$ cat src/rtl/seq_divider_8by4.sv
// Sequential 8-by-4 unsigned restoring divider: one quotient bit per clock, MSB first.
// A zero divisor skips the iteration and reports all-ones quotient/remainder with dbz set.
module seq_divider_8by4 (
    input  logic       clk,
    input  logic       rst,
    input  logic       start,
    input  logic [7:0] dividend,
    input  logic [3:0] divisor,
    output logic [7:0] quotient,
    output logic [3:0] remainder,
    output logic       busy,
    output logic       done,
    output logic       dbz
);

    typedef enum logic [1:0] {
        IDLE = 2'd0,
        CALC = 2'd1,
        DONE = 2'd2
    } state_t;

    state_t     state;
    state_t     state_nxt;

    logic [7:0] dvd_q;
    logic [3:0] dsr_q;
    logic [4:0] prem;
    logic [3:0] cnt;
    logic       zdiv;
    logic       accept;
    logic       last_iter;
    logic [5:0] stp;

    // One restoring step: {quotient bit, next partial remainder}.
    function automatic logic [5:0] div_step(input logic [4:0] pr,
                                            input logic       bitin,
                                            input logic [3:0] d);
        logic [5:0] sh;
        logic       qb;
        logic [4:0] nr;
        sh = {pr, bitin};
        qb = (sh >= {2'b00, d});
        nr = qb ? (sh[4:0] - {1'b0, d}) : sh[4:0];
        return {qb, nr};
    endfunction

    // The cycle carrying a done pulse is not an accepting cycle, which is
    // what spaces back-to-back zero-divisor requests three cycles apart.
    assign accept    = (state == IDLE) && start && !done;
    assign last_iter = (cnt == 4'd1);
    assign stp       = div_step(prem, dvd_q[7], dsr_q);
    assign busy      = (state == CALC);

    always_ff @(posedge clk or posedge rst) begin
        if (rst) begin
            state <= IDLE;
        end else begin
            state <= state_nxt;
        end
    end

    always_comb begin
        state_nxt = state;
        case (state)
            IDLE: begin
                if (accept) begin
                    state_nxt = (divisor != 4'd0) ? CALC : DONE;
                end
            end
            CALC: begin
                if (last_iter) begin
                    state_nxt = DONE;
                end
            end
            DONE:    state_nxt = IDLE;
            default: state_nxt = IDLE;
        endcase
    end

    // dvd_q doubles as the quotient collector: dividend bits shift out the
    // top while quotient bits shift in at the bottom.
    always_ff @(posedge clk or posedge rst) begin
        if (rst) begin
            dvd_q     <= 8'h00;
            dsr_q     <= 4'h0;
            prem      <= 5'h00;
            cnt       <= 4'h0;
            zdiv      <= 1'b0;
            quotient  <= 8'h00;
            remainder <= 4'h0;
            dbz       <= 1'b0;
            done      <= 1'b0;
        end else begin
            done <= 1'b0;
            case (state)
                IDLE: begin
                    if (accept) begin
                        dvd_q <= dividend;
                        dsr_q <= divisor;
                        prem  <= 5'h00;
                        cnt   <= 4'd8;
                        zdiv  <= (divisor == 4'd0);
                    end
                end
                CALC: begin
                    prem  <= stp[4:0];
                    dvd_q <= {dvd_q[6:0], stp[5]};
                    cnt   <= cnt - 4'd1;
                    if (last_iter) begin
                        quotient  <= {dvd_q[6:0], stp[5]};
                        remainder <= stp[3:0];
                        dbz       <= 1'b0;
                        done      <= 1'b1;
                    end
                end
                DONE: begin
                    if (zdiv) begin
                        quotient  <= 8'hFF;
                        remainder <= 4'hF;
                        dbz       <= 1'b1;
                        done      <= 1'b1;
                        zdiv      <= 1'b0;
                    end
                end
                default: ;
            endcase
        end
    end

endmodule
$ cat config.mk
export PLATFORM = sky130hd
export DESIGN_NAME = seq_divider_8by4
export DESIGN_NICKNAME = d
export VERILOG_FILES = /design/src/rtl/seq_divider_8by4.sv
export SDC_FILE = /design/constraint.sdc
export NUM_CORES = 1
export LEC_CHECK = 0
export ABC_AREA = 1
export CORE_MARGIN = 3
export CORE_UTILIZATION = 37
export CTS_BUF_LIST = sky130_fd_sc_hd__clkbuf_8
export DETAILED_ROUTE_END_ITERATION = 6
export PLACE_DENSITY = 0.57
export RECOVER_POWER = 100
export SKIP_LAST_GASP = 1
export SYNTH_ARGS = -nofsm -noshare
export SYNTH_HDL_FRONTEND = slang
export SYNTH_SLANG_ARGS = --single-unit
$ cat constraint.sdc
create_clock -name clk -period 1.87 [get_ports clk]
set_input_delay 0.2805 -clock clk [delete_from_list [all_inputs] [get_ports clk]]
set_output_delay 0.2805 -clock clk [all_outputs]
set_load 0.005 [all_outputs]
==> impl_metrics.json, run 1 <==
{
  "finalInstanceArea_um2": 2540,
  "via_count": 1615,
  "worstReg2RegEnd": "remainder[3]",
  "die-area_um2": 6150,
  "syn_area_per_cell_um2": 8.67,
  "synth.area.top_cells": "dfrtp_1, nand2_1, inv_1, ha_1, nand3_1",
  "path_clk_slew_ps": 70,
  "fin_cells": 339,
  "timing.fmax_ghz": 0.559,
  "p_leak_nw": 1.22,
  "power.share.sequential": 0.293,
  "netSwitchingFraction": 0.427,
  "syn-num-nets": 249,
  "htreeDepth": 2,
  "dieHeight_um": 78.4,
  "rrSetupSlack_ps": 90,
  "num-nets-final": 296,
  "cts.sinks": 38,
  "dp_hpwl_um": 3190,
  "die_x_um": 78.4,
  "tightest_slew_ps": 942,
  "drive_gt1_frac": 0.169,
  "final-hold-violation-count": 0,
  "powerDensity_nw_per_um2": 1810,
  "synth_top_family_by_area": "simple AND/OR/NAND/NOR gates",
  "setup_viol": 0,
  "start_util": 0.395,
  "criticalPathCategory": "flip-flop to primary output",
  "crit_fanout": 3,
  "grt_pass1_wl_um": 7580,
  "grt_max_degree": 39,
  "insertion_delay_ps": 280,
  "r2r_cells": 12,
  "critPathCaptureType": "primary output",
  "regToRegStartpoint": "dvd_q[7]",
  "vdd_drop_max_mv": 0.868,
  "hp-class": "flip-flop to flip-flop",
  "synth-compound-area-share": 0.114,
  "fillerInstances": 481,
  "ant_nets": 0,
  "crit_start": "state[1]",
  "critPathArrivalTime_ps": 1510,
  "fin_crit_sh": 0.957,
  "drt_pre_antenna_iters": 4,
  "post-route-min-period_ps": 1790,
  "pwr-share-comb": 0.581,
  "antenna_found_initial": 0,
  "cts_tree": "done",
  "skew_ps": 3.02,
  "wl_per_cell_um": 12.9,
  "vias_per_cell": 4.76,
  "yosysUniqueCellTypes": 31,
  "cp-start-kind": "flip-flop",
  "internal_power_w": 0.00263,
  "hold_slack_ps": 487,
  "ctsLongestPathBuffers": 2,
  "rows": 25,
  "syn_inst": 224,
  "coreArea_um2": 4910,
  "ys_warn_count": 0,
  "cts_root_buf": "clkbuf_8",
  "track_usage": 0.158,
  "status": "completed",
  "numCtsBuffers": 5,
  "placed_area_um2": 2370,
  "synth_xor_area_frac": 0.00902,
  "syn_area_um2": 1940,
  "fin_util": 0.516,
  "hold_start": "dbz",
  "cts_hold_buffers": 0,
  "finalMaxSlewViolations": 0,
  "synthAdderAreaFrac": 0.0683,
  "cp.required_ps": 1590,
  "critPathCapture": "busy",
  "grt_pass1_vias": 1564,
  "port_buffers": 29,
  "post-place-cells": 327,
  "power.total_w": 0.00459,
  "drtIter0Drc": 68,
  "clockPowerShare": 0.126,
  "antenna_cells": 0,
  "synth-seq-cells": 38,
  "area_growth_pct": 30.6,
  "gr-total-overflow": 0,
  "synth-simple-area-share": 0.227,
  "synth_top_cell_by_area": "dfrtp_1",
  "drt_wl_total_um": 4370,
  "pin_count": 30,
  "synth.area.mux_share": 0,
  "relSlewSlack": 0.372,
  "gp_congestion": 0.844,
  "max_cap_viol_count": 0,
  "synth-seq-area-share": 0.490,
  "route.detailed.drc": 0,
  "p_sw_w": 0.00196,
  "grt_setup_unrepaired": "true",
  "synth_top_area_frac": 0.490
}
synth_stat cells:
master,number
nand2_1,54
dfrtp_1,38
inv_1,32
nand3_1,16
a21oi_1,13
nor2_1,12
ha_1,9
o21ai_0,7
o221ai_1,6
inv_2,4
nand2_2,3
nand4_1,3
buf_4,2
buf_6,2
nand3_2,2
nand3b_1,2
nor2_2,2
o211ai_1,2
o21ai_2,2
or2_1,2
a21boi_0,1
a221oi_1,1
a22oi_1,1
a31oi_1,1
clkinv_2,1
fa_1,1
nand2_4,1
nor3_1,1
o22ai_1,1
xnor2_1,1
xor2_1,1
final cells by class:
class / instances / area (um^2) / area share
Clock buffer: 6 / 82.6 / 0.0326
Tap cell: 67 / 83.8 / 0.0331
Clock inverter: 2 / 8.76 / 0.00345
Timing Repair Buffer: 44 / 413 / 0.163
Multi-Input combinational cell: 145 / 857 / 0.338
Inverter: 37 / 140 / 0.0553
Sequential cell: 38 / 951 / 0.375
timing repair:
| item | 4_1_cts | 5_1_grt |
|---|---|---|
| gates resized for setup | 4 | 11 |
| pin swaps | 0 | 8 |
| setup buffers | 0 | 4 |
| endpoints found under the setup margin | 7 | 11 |
metal layers:
metal  GRT usage  vias to the layer above  share of wire
li1            -                      816              -
met1       0.209                      758           0.45
met2       0.259                       32           0.50
met3      0.0356                        9          0.036
met4      0.0472                        0          0.018
met5           0                        -              0
critical path: stages, from the launching register on:
cell	delay (ps)
dfrtp_1	380
inv_1	100
ha_1	220
clkdlybuf4s50_1	520
layout by cell type, fill, tap and decap left out, types with 3 or more instances in the layout:
master / n
a21oi_1: 12
clkdlybuf4s50_1: 27
dfrtp_1: 38
nand2_1: 50
nand2_4: 3
nand2_2: 5
nand4_1: 3
o221ai_1: 6
inv_2: 6
ha_1: 8
o21ai_0: 7
clkbuf_8: 6
nor2_1: 12
nand3_1: 16
buf_4: 13
inv_1: 31
power by group through the flow:
stage,Clock (W),Combinational [W],Sequential [W]
after detailed placement,0,0.00242,0.00136
after global placement,0,0.00241,0.00135
after floorplan,0,0.00163,0.00132
after CTS,0.000600,0.00251,0.00135
final,0.000579,0.00267,0.00135
after global routing,0.000636,0.00305,0.00139
worst min-delay path by stage:
stage                               to  slack [ps]  cells past startpoint
after floorplan               dvd_q[1]         410                      2
after global placement          cnt[3]         460                      2
after detailed placement           dbz         470                      2
after CTS                 remainder[3]         420                      3
after global routing          dsr_q[3]         510                      2
final                              dbz         490                      2
through the flow:
stage | worst slack [ps] | TNS, ps
floorplan | 162 | 0
global placement | 40.5 | 0
detailed placement | 8.77 | 0
CTS | 2.89 | 0
global route | -58.0 | -79.7
finish | 80.5 | 0
registers in the layout (all words and copies together), names as in the netlist:
register,cells
dbz,1
state,2
remainder,4
zdiv,1
quotient,8
done,1
prem,5
dsr_q,4
cnt,4
dvd_q,8
cells by family after synthesis:
family,after synthesis
simple gates,98
buf+inv,41
flops,38
compound gates,35
fa+ha+maj,10
xor+xnor,2
No activity file was read; power rests on OpenSTA's default activity.
==> run 2: changes to the inputs <==
GPL_TIMING_DRIVEN = 0   (was default)
==> run 2 against run 1 <==
Net effect:
- first-iteration DRC count is 21% lower
- register-to-register slack hardly changed
- largest cell class unchanged
- wire length is 2.5% lower
- clock-buffer cell count is 1 lower
- non-clock buffer count is 10 lower
- highest routed layer unchanged
- critical path depth is 9 higher
- core utilization is 1.8 points lower
==> impl_metrics.json, run 2 (same netlist as run 1, synthesis figures left out) <==
{
  "post-route-min-period_ps": 1770,
  "cp-start-kind": "flip-flop",
  "cts_root_buf": "clkbuf_8",
  "relSlewSlack": 0.474,
  "timing.fmax_ghz": 0.564,
  "cp.depth": 12,
  "numCtsBuffers": 5,
  "critPathArrivalTime_ps": 1960,
  "powerDensity_nw_per_um2": 1780,
  "htreeDepth": 2,
  "dieHeight_um": 78.4,
  "gp_congestion": 0.857,
  "cts.sinks": 38,
  "pin_count": 30,
  "rows": 25,
  "cp_slowest_stage_delay_ps": 370,
  "critPathSlowestCell": "dfrtp_1",
  "track_usage": 0.156,
  "power.total_w": 0.00436,
  "dp_hpwl_um": 3130,
  "num-nets-final": 286,
  "ctsLongestPathBuffers": 2,
  "crit_fanout": 6,
  "final-hold-violation-count": 0,
  "r2r_cells": 12,
  "grt_max_degree": 39,
  "critPathCaptureType": "flip-flop",
  "hp-class": "flip-flop to flip-flop",
  "placed_area_um2": 2320,
  "finalInstanceArea_um2": 2450,
  "multi_input_area_um2": 830,
  "cp_cell_sequence": "inv_2, ha_1, inv_1, fa_2, nand2_1, nand2_1, nand2_2, nand3_4, nand2_2, nand3_1, nand2_1, inv_1",
  "drt_wl_total_um": 4260,
  "grt_setup_unrepaired": "true",
  "area_growth_pct": 26.0,
  "wl_per_cell_um": 12.9,
  "vias_per_cell": 4.71,
  "die-area_um2": 6150,
  "grt_pass1_wl_um": 7340,
  "drt_pre_antenna_iters": 4,
  "m1WireLength_um": 2030,
  "cpMostUsedCell": "nand2_1",
  "antenna_found_initial": 0,
  "critical_path_buf_inv_count": 3,
  "p_leak_nw": 1.16,
  "setup_viol": 0,
  "status": "completed",
  "finalMaxSlewViolations": 0,
  "fin_tns_setup_ps": 0,
  "fin_util": 0.498,
  "coreArea_um2": 4910,
  "crit_family": "simple AND/OR/NAND/NOR gates",
  "post-place-cells": 320,
  "wl_met3_um": 119,
  "start_util": 0.395,
  "insertion_delay_ps": 290,
  "fillerInstances": 492,
  "port_buffers": 29,
  "fin_cells": 329,
  "cts_tree": "done",
  "vdd_drop_max_mv": 0.753,
  "max_cap_viol_count": 0,
  "criticalPathCategory": "flip-flop to flip-flop",
  "seqCellArea_um2": 951,
  "drive_gt1_frac": 0.107,
  "tightest_slew_ps": 788,
  "skew_ps": 4.46,
  "cp.required_ps": 2060,
  "cts_hold_buffers": 0,
  "highest_layer": "met4",
  "ant_nets": 0,
  "route.met2.wl_um": 2040,
  "hold_depth": 2,
  "reg_top3": "dvd_q (8), quotient (8), prem (5)",
  "final_common_cell": "nand2_1",
  "drtIter0Drc": 54,
  "die_x_um": 78.4,
  "path_clk_slew_ps": 70,
  "grt_pass1_vias": 1551,
  "gr-total-overflow": 0,
  "final_cell_mix": "nand2_1, dfrtp_1, inv_1",
  "antenna_cells": 0,
  "via_count": 1548,
  "route.detailed.drc": 0,
  "fin_crit_sh": 0.949
}
[run 2: cell types whose count changed in the layout (fill, tap and decap cells not counted), moves of 2 or more]
| cell | previous run | this run |
|---|---|---|
| inv_1 | 31 | 34 |
| nand2_1 | 50 | 53 |
| clkdlybuf4s50_1 | 27 | 14 |
| buf_4 | 13 | 3 |
| nand2_4 | 3 | 1 |
| buf_6 | 0 | 2 |
| dlygate4sd3_1 | 2 | 15 |
| inv_2 | 6 | 4 |
[run 2: worst paths after layout]
| check | from | endpoint | slack [ps] |
|---|---|---|---|
| min in group asynchronous | rst | quotient[2] | 590 |
| max reg2reg | dvd_q[7] | remainder[3] | 100 |
| min reg2reg | cnt[3] | cnt[3] | 490 |
| max in group asynchronous | rst | quotient[7] | 770 |
| min | cnt[3] | cnt[3] | 490 |
| max | dvd_q[7] | remainder[3] | 100 |
[run 2: cell type report]
type	instances	area share
Timing Repair Buffer	30	0.122
Inverter	37	0.0573
Multi-Input combinational cell	145	0.339
Sequential cell	38	0.389
Clock buffer	5	0.0281
Tap cell	67	0.0343
Buffer	4	0.0153
Clock inverter	3	0.0153
[run 2: worst min-delay path, delay by kind of cell, from the launching register on]
kind | cells | cell delay, ps
DFF | 1 | 340
and+or+nand+nor | 2 | 110
[run 2: where the power goes]
part           internal [W]  total [W]  switching (W)
clock network      0.000388   0.000667       0.000279
logic              0.000966    0.00236        0.00139
registers           0.00116    0.00134       0.000176
total               0.00252    0.00436        0.00185
[run 2: stage by stage]
stage / hold WS [ps] / worst slack [ps]
floorplan: 407 / 162
global placement: 467 / -178
detailed placement: 478 / -34.2
CTS: 487 / -50.5
global route: 529 / -3.86
finish: 492 / 95.4
[run 2: per-layer routing]
layer | GRT usage | up-vias
li1 | - | 797
met1 | 0.207 | 721
met2 | 0.248 | 24
met3 | 0.0344 | 6
met4 | 0.0577 | 0
met5 | 0 | -
[run 2: what timing repair did]
action                                  CTS  global route
buffers inserted                          0             1
gates resized for setup                   1             6
pin swaps                                 0             3
endpoints found under the setup margin    8            11
